### src/rtl/cardinal_nic_fifo.sv
// Cardinal NIC with configurable-depth input and output FIFOs between a processor
// memory-mapped port and a Cardinal ring router; exposes occupancy and a sticky overflow flag.
module cardinal_nic_fifo #(
   parameter int DATA_WIDTH = 64,
   parameter int IN_DEPTH   = 4,
   parameter int OUT_DEPTH  = 4
) (
   input  logic                  clk,
   input  logic                  reset,
   input  logic [1:0]            addr,
   input  logic [DATA_WIDTH-1:0] d_in,
   input  logic                  nicEn,
   input  logic                  nicWrEn,
   output logic [DATA_WIDTH-1:0] d_out,
   input  logic                  net_si,
   input  logic [DATA_WIDTH-1:0] net_di,
   output logic                  net_ri,
   input  logic                  net_ro,
   input  logic                  net_polarity,
   output logic                  net_so,
   output logic [DATA_WIDTH-1:0] net_do
);

   localparam int ICW = $clog2(IN_DEPTH + 1);
   localparam int OCW = $clog2(OUT_DEPTH + 1);
   localparam int IPW = $clog2(IN_DEPTH);
   localparam int OPW = $clog2(OUT_DEPTH);

   localparam logic [ICW-1:0] IN_FULL  = ICW'(IN_DEPTH);
   localparam logic [OCW-1:0] OUT_FULL = OCW'(OUT_DEPTH);

   localparam logic [1:0] ADDR_IN_DATA  = 2'b00;
   localparam logic [1:0] ADDR_IN_STAT  = 2'b01;
   localparam logic [1:0] ADDR_OUT_DATA = 2'b10;
   localparam logic [1:0] ADDR_OUT_STAT = 2'b11;

   // ---------------------------------------------------------------- storage
   logic [DATA_WIDTH-1:0] in_mem  [IN_DEPTH];
   logic [DATA_WIDTH-1:0] out_mem [OUT_DEPTH];

   logic [IPW-1:0] in_wr_ptr, in_rd_ptr;
   logic [ICW-1:0] in_count;
   logic [OPW-1:0] out_wr_ptr, out_rd_ptr;
   logic [OCW-1:0] out_count;
   logic           ovf;

   // ---------------------------------------------------------------- access decode
   logic rd_en, wr_en;
   logic in_empty, in_full, in_push, in_pop;
   logic out_empty, out_full, out_wr, out_push, out_send, ovf_set, ovf_clr;
   logic [DATA_WIDTH-1:0] in_head, out_head;

   assign rd_en = nicEn & ~nicWrEn;
   assign wr_en = nicEn & nicWrEn;

   assign in_empty = (in_count == '0);
   assign in_full  = (in_count == IN_FULL);
   assign net_ri   = ~in_full;
   assign in_push  = net_si & ~in_full;
   assign in_pop   = rd_en & (addr == ADDR_IN_DATA) & ~in_empty;
   assign in_head  = in_mem[in_rd_ptr];

   // Full is judged on pre-edge state, so a write at full is rejected even if a send frees a slot.
   assign out_empty = (out_count == '0);
   assign out_full  = (out_count == OUT_FULL);
   assign out_wr    = wr_en & (addr == ADDR_OUT_DATA);
   assign out_push  = out_wr & ~out_full;
   assign ovf_set   = out_wr & out_full;
   assign ovf_clr   = rd_en & (addr == ADDR_OUT_STAT);
   assign out_head  = out_mem[out_rd_ptr];
   assign out_send  = ~out_empty & net_ro & (net_polarity == out_head[DATA_WIDTH-1]);

   // ---------------------------------------------------------------- read mux
   logic [DATA_WIDTH-1:0] in_status, out_status, read_data;

   always_comb begin
      in_status                 = '0;
      in_status[DATA_WIDTH-1]   = ~in_empty;
      in_status[ICW-1:0]        = in_count;

      out_status                = '0;
      out_status[DATA_WIDTH-1]  = out_full;
      out_status[DATA_WIDTH-2]  = ovf;
      out_status[OCW-1:0]       = out_count;

      read_data = '0;
      unique case (addr)
         ADDR_IN_DATA:  read_data = in_empty ? '0 : in_head;
         ADDR_IN_STAT:  read_data = in_status;
         ADDR_OUT_DATA: read_data = '0;
         ADDR_OUT_STAT: read_data = out_status;
         default:       read_data = '0;
      endcase
   end

   // ---------------------------------------------------------------- FIFO data arrays
   // NOTE: storage has no reset; only pointers and counts define which entries are valid.
   always_ff @(posedge clk) begin
      if (in_push)  in_mem[in_wr_ptr]   <= net_di;
      if (out_push) out_mem[out_wr_ptr] <= d_in;
   end

   // ---------------------------------------------------------------- input FIFO control
   // NOTE: all state uses non-blocking assignments so every register sees pre-edge values.
   always_ff @(posedge clk or negedge reset) begin
      if (!reset) begin
         in_wr_ptr <= '0;
         in_rd_ptr <= '0;
         in_count  <= '0;
      end else begin
         if (in_push) in_wr_ptr <= in_wr_ptr + IPW'(1);
         if (in_pop)  in_rd_ptr <= in_rd_ptr + IPW'(1);
         unique case ({in_push, in_pop})
            2'b10:   in_count <= in_count + ICW'(1);
            2'b01:   in_count <= in_count - ICW'(1);
            default: in_count <= in_count;
         endcase
      end
   end

   // ---------------------------------------------------------------- output FIFO control
   always_ff @(posedge clk or negedge reset) begin
      if (!reset) begin
         out_wr_ptr <= '0;
         out_rd_ptr <= '0;
         out_count  <= '0;
      end else begin
         if (out_push) out_wr_ptr <= out_wr_ptr + OPW'(1);
         if (out_send) out_rd_ptr <= out_rd_ptr + OPW'(1);
         unique case ({out_push, out_send})
            2'b10:   out_count <= out_count + OCW'(1);
            2'b01:   out_count <= out_count - OCW'(1);
            default: out_count <= out_count;
         endcase
      end
   end

   // Set wins over clear; single-ported access keeps them on separate cycles anyway.
   always_ff @(posedge clk or negedge reset) begin
      if (!reset)       ovf <= 1'b0;
      else if (ovf_set) ovf <= 1'b1;
      else if (ovf_clr) ovf <= 1'b0;
   end

   // ---------------------------------------------------------------- registered outputs
   always_ff @(posedge clk or negedge reset) begin
      if (!reset)     d_out <= '0;
      else if (rd_en) d_out <= read_data;
   end

   always_ff @(posedge clk or negedge reset) begin
      if (!reset) begin
         net_so <= 1'b0;
         net_do <= '0;
      end else begin
         net_so <= out_send;
         if (out_send) net_do <= out_head;
      end
   end

endmodule

### config.mk
export PLATFORM = sky130hd
export DESIGN_NAME = cardinal_nic_fifo
export DESIGN_NICKNAME = d
export VERILOG_FILES = /design/src/rtl/cardinal_nic_fifo.sv
export SDC_FILE = /design/constraint.sdc
export NUM_CORES = 1
export LEC_CHECK = 0
export ABC_AREA = 1
export CAP_MARGIN = 20
export CORE_MARGIN = 5
export CORE_UTILIZATION = 35
export CTS_BUF_LIST = sky130_fd_sc_hd__clkbuf_16
export CTS_CLUSTER_DIAMETER = 100
export CTS_CLUSTER_SIZE = 24
export DETAILED_ROUTE_END_ITERATION = 10
export DONT_BUFFER_PORTS = 1
export PLACE_DENSITY = 0.51
export SYNTH_ARGS = -nofsm -noshare
export SYNTH_HDL_FRONTEND = slang
export SYNTH_SLANG_ARGS = --single-unit
### constraint.sdc
create_clock -name clk -period 4.04 [get_ports clk]
set_input_delay 1.01 -clock clk [delete_from_list [all_inputs] [get_ports clk]]
set_output_delay 1.01 -clock clk [all_outputs]
set_load 0.01 [all_outputs]
# --- After elaboration in Yosys (flattened, before gate mapping) ---
# Memory sizes are Yosys's and may differ from the RTL's.
# Cells that the tools add are included.
op_classes:
  n_addsub: 8
  n_eq_ne: 10
  muxes: 10
  bitwise: 16
  reduce_logical: 6
op_table:
  columns: ["cell", "count"]
  rows:
  - ["one-hot mux 64 bit (4 select lines)", 1]
  - ["2-to-1 mux 64 bit", 1]
  - ["one-hot mux 3 bit (2 select lines)", 2]
  - ["AND 1 bit", 11]
  - ["adder 2 x 1 -> 2 bit (second input constant)", 4]
  - ["equality test 2 bit (second input constant)", 4]
  - ["adder 3 x 1 -> 3 bit (second input constant)", 2]
  - ["equality test 2 x 1 -> 1 bit (second input constant)", 3]
  - ["equality test 3 bit (second input constant)", 2]
  - ["zero test 3 bit", 2]
  - ["2-to-1 mux 1 bit", 6]
  - ["nonzero test 2 bit", 3]
  - ["subtractor 3 x 1 -> 3 bit (second input constant)", 2]
  - ["NOT 1 bit", 5]
  - ["zero test 2 bit", 1]
  - ["equality test 1 bit", 1]
totals:
  regBits: 144
  ramBits: 512
  in_bits: 137
  output_inout_bits: 130
  mem_count: 2
mem_list:
  columns: ["name", "depth", "width", "read_ports", "rd_ports_with_merged_regs", "write_ports", "line", "rtl"]
  rows:
  - ["in_mem", 4, 64, 1, 0, 1, "38", "logic [DATA_WIDTH-1:0] in_mem [IN_DEPTH];"]
  - ["out_mem", 4, 64, 1, 0, 1, "39", "logic [DATA_WIDTH-1:0] out_mem [OUT_DEPTH];"]

# --- Logic depth before layout (Yosys ltp) ---
depth:
  depth_word: 6
  ltp_mapped: 16
  mapped_depth_nobuf: 13

# --- Worst setup path before layout ---
# OpenSTA, ideal clock, no wires.
synth_path:
  path_type: "input-to-reg"
  startpoint: "input port addr[0]"
  endpoint: "memory out_mem[0][0], enable pin"
  arrival_ps: 4134
  path_slack_ps: -581
  stages: 5
  path_buffers: 0
  cell_sequence: "inv_1 -> nand4_1 -> nor2_1 -> inv_1 -> nor2_1"
synth_via:
  elab_chain_len: 5
synth_rtl:
  columns: ["item", "line", "rtl"]
  rows:
  - ["from (decl)", "10", "input logic [1:0] addr,"]
  - ["equality test 2 bit", "66", "assign out_wr = wr_en & (addr == ADDR_OUT_DATA);"]
  - ["AND 1 bit", "66", null]
  - ["AND 1 bit", "67", "assign out_push = out_wr & ~out_full;"]
  - ["2-to-1 mux 1 bit", "100", "if (out_push) out_mem[out_wr_ptr] <= d_in;"]
  - ["2-to-1 mux 1 bit (implied by the code)", "100", null]
  - ["to (decl)", "39", null]
# No other way between the ends.

# --- Worst setup path after layout ---
layout_path:
  startpoint: "register out_rd_ptr[0]"
  endpoint: "register net_do[15]"
layout_via:
  elab_chain_len: 3
layout_rtl:
  columns: ["item", "line", "rtl"]
  rows:
  - ["from (decl)", "43", "logic [OPW-1:0] out_wr_ptr, out_rd_ptr;"]
  - ["from (signal assigned)", "129", "if (out_send) out_rd_ptr <= out_rd_ptr + OPW'(1);"]
  - ["memory (4 x 64 bit) *", null, null]
  - ["equality test 1 bit", "71", "assign out_send = ~out_empty & net_ro & (net_polarity == out_head[DATA_WIDTH-1]);"]
  - ["AND 1 bit", "71", null]
  - ["to (signal assigned)", "157", "if (out_send) net_do <= out_head;"]
  - ["to (decl)", "21", "output logic [DATA_WIDTH-1:0] net_do"]
# Mark *: on every way between the ends. The rest lies on a longest branch, timed or not.
# A chain may end at the register's enable or synchronous reset.

==> results.py <==
metrics = {
    "status": {
        "outcome": "complete, no violations",
    },
    "clocking": {
        "clkSlewWorstSetupHoldPaths_ns": 0.10,
        "ctsRootBufferMaster": "sky130_fd_sc_hd__clkbuf_16",
        "cts.sink_count": 656,
        "cts-root-to-sink-buffers": 3,
        "postCtsSetupBuffers": 0,
        "cts.hold.buffers_added": 0,
        "cts_max_level": 2,
        "clock_insertion_delay_worst_skew_ns": 0.60,
        "tritoncts": "done",
        "cts_inserted_buffers": 35,
        "cts_resized": 0,
    },
    "setup_path": {
        "cp-start-kind": "flop",
        "critical_path_class": "flop to flop",
        "cp.required_ns": 4.57,
        "critPathMostFrequentCell": "sky130_fd_sc_hd__buf_4",
        "worstPathCellList": "clkinv_2 -> buf_4 -> buf_4 -> o21ai_0 -> o21ai_1 -> nand3_1 -> nand2_1",
        "critical_path.max_fanout": 89,
        "r2r.worst_path.cells": 7,
        "rr_startpoint": "out_rd_ptr[0]$_DFFE_PN0P_",
        "worst-endpoint-arrival_ns": 3.28,
        "crit_path_max_incr_delay_ns": 0.74,
        "worstSetupStartpoint": "out_rd_ptr[0]$_DFFE_PN0P_",
        "critical_path.endpoint_type": "flop",
        "slowest_stage": "sky130_fd_sc_hd__buf_4",
    },
    "global_routing": {
        "grt_usage_pct": 15.2,
        "pin_count_of_the_biggest_net_entering_global_routing": 145,
        "first_global_vias": 14400,
        "grt_pass1_wl_um": 91700,
        "number_of_antenna_violations_at_the_first_check_in_global_routing": 0,
        "grt_overflow_total": 0,
    },
    "yosys": {
        "post_synth_fa_ha_maj_area_fraction_pct": 0.658,
        "synth-warning-count": 0,
        "synth_area_sq_mm": 0.0251,
        "synth.avg_cell_area_sq_um": 12.2,
        "portion_of_netlist_area_occupied_by_mux_cells_pct": 0,
        "netlist_instances": 2052,
        "synth.lib_cells_used.distinct": 26,
        "synth_top_family_by_area": "simple AND/OR/NAND/NOR gates",
        "compound_gate_portion_of_the_synthesized_area_pct": 4.24,
        "synth-xor-area-share_pct": 0.314,
        "postSynthRegisterBits": 656,
        "synth-simple-area-share_pct": 16.5,
        "ys_seq_area_share_pct": 75.6,
        "syn_nets": 2201,
    },
    "placement": {
        "portBuffers": 0,
        "place.detailed.hpwl_um": 34700,
        "setup_slack_placement_ns": 0.954,
        "gp_congestion": 0.720,
    },
    "sta": {
        "timing.final.crit_period_ns": 2.76,
        "rsz0062_at_grt": "false",
        "setup-tns-final_ns": 0,
        "timing.clock.skew_ns": 0.0434,
        "tightestPinTransition_ns": 0.991,
        "final_number_of_hold_violating_endpoints": 0,
        "finalSetupViolCount": 0,
        "fin_ws_ns": 1.28,
        "max_clock_freq_mhz": 363,
        "final.period_utilization_pct": 68.2,
        "slew_headroom_pct": 34.0,
        "slew_viol_final": 0,
    },
    "finish": {
        "most-common-layout-cells": "sky130_fd_sc_hd__nand2_1, sky130_fd_sc_hd__edfxtp_1, sky130_fd_sc_hd__nand3_1",
        "num-nets-final": 2152,
        "post_layout_util_pct": 38.3,
        "layout-area-overhead-vs-synth_pct": 9.01,
        "diode_count": 0,
        "layout.cells.most_common": "sky130_fd_sc_hd__nand2_1",
        "layout-drive-gt1-share_pct": 4.88,
    },
    "run": {
        "drv.max_cap_violation_count": 0,
    },
    "die": {
        "effective_utilization_at_floorplan_pct": 35.2,
        "dieHeight_um": 278,
        "die_area_sq_mm": 0.0772,
        "floorplan.core_area_sq_mm": 0.0714,
        "floorplan.die.width_um": 278,
        "std_cell_rows": 98,
        "pin_count": 267,
    },
    "detailed_routing": {
        "antenna_left": 0,
        "remaining_drc_errors": 0,
        "drt-pass1-iter-count": 4,
        "detailedRoute.firstIterationViolations": 786,
        "vias_per_cell": 4.87,
        "routed-via-count": 14500,
        "route.detailed.wl_per_inst_um": 20.1,
        "postRouteWirelength_um": 60000,
    },
    "pwr": {
        "p_total_mw": 17.6,
        "power_leakage_nw": 10.3,
        "max-vdd-ir-drop_mv": 0.400,
        "cellPowerDensity_mw_per_mm2": 643,
    },
    "hold_path": {
        "hold_crit_class": "input pin to async pin",
    },
}
[through the flow]
stage	cells	instance area (sq um)	hold WS (ns)
6_report	2980	27400	0.0959
3_5_place_dp	2916	26200	0.477
3_3_place_gp	2915	26200	0.464
2_1_floorplan	2052	25100	0.446
4_1_cts	2980	27400	0.0559
5_1_grt	2980	27400	0.0483
[final timing paths]
check | to | slack [ns]
min reg2reg | in_count[0]$_DFFE_PN0P_ | 0.49
min | d_out[6]$_DFFE_PN0P_ | 0.1
max in group asynchronous | net_do[45]$_DFFE_PN0P_ | 3.49
min in group clk | in_count[0]$_DFFE_PN0P_ | 0.49
max reg2reg | net_do[15]$_DFFE_PN0P_ | 1.28
max | net_do[15]$_DFFE_PN0P_ | 1.28
[worst max-delay path: cells and delay by family, from the launching register on]
kind | cells | cell delay, ns
simple gates | 2 | 0.20
compound gates | 2 | 0.43
flops | 1 | 0.73
buf+inv | 3 | 1.22
[sequential cells by signal (all words and copies together), names as in the netlist]
register    count
in_mem        256
out_wr_ptr      2
ovf             1
net_so          1
in_count        3
in_rd_ptr       2
d_out          64
in_wr_ptr       2
out_count       3
out_mem       256
out_rd_ptr      2
net_do         64
[synth_stat cells, drive strengths merged]
| library cell | instances | area [sq um] |
|---|---|---|
| nor2 | 222 | 836 |
| buf | 47 | 283 |
| dfrtp | 144 | 3600 |
| fa | 2 | 40.0 |
| o21ai | 201 | 1010 |
| a21oi | 6 | 30.0 |
| xnor2 | 2 | 17.5 |
| nand3 | 252 | 1280 |
| o22ai | 2 | 12.5 |
| a21boi | 1 | 7.51 |
| a22oi | 1 | 7.51 |
| xor2 | 7 | 61.3 |
| edfxtp | 512 | 15400 |
| clkbuf | 70 | 263 |
| ha | 10 | 125 |
| inv | 36 | 135 |
| nand4 | 2 | 12.5 |
| nand2 | 534 | 2000 |
| nor3 | 1 | 5.00 |
[kinds of logic after synthesis]
| group | after synthesis |
|---|---|
| fa+ha+maj | 12 |
| xor+xnor | 9 |
| compound gates | 211 |
| simple gates | 1011 |
| buf+inv | 153 |
| flops | 656 |
[layout make-up]
cell class,count,area [sq um]
clock inverter,27,200
inverter,36,140
timing repair buffer,31,390
tap,950,1190
multi-input combinational,1243,5530
fill,6891,44000
clock buffer,37,926
sequential,656,19000
[where the power goes]
group          internal [mW]  switching [mW]  leakage, nW
logic                   1.26            3.07         3.14
registers               8.42           0.898         6.51
clock network           1.73            2.21        0.614
[metal layers]
layer / global-route usage [%] / wire (um)
met1: 19.0 / 24800
met2: 25.5 / 29100
met3: 5.50 / 5000
met4: 3.18 / 1100
met5: 0 / 0
Note: power is estimated with default switching activity, not from simulation.
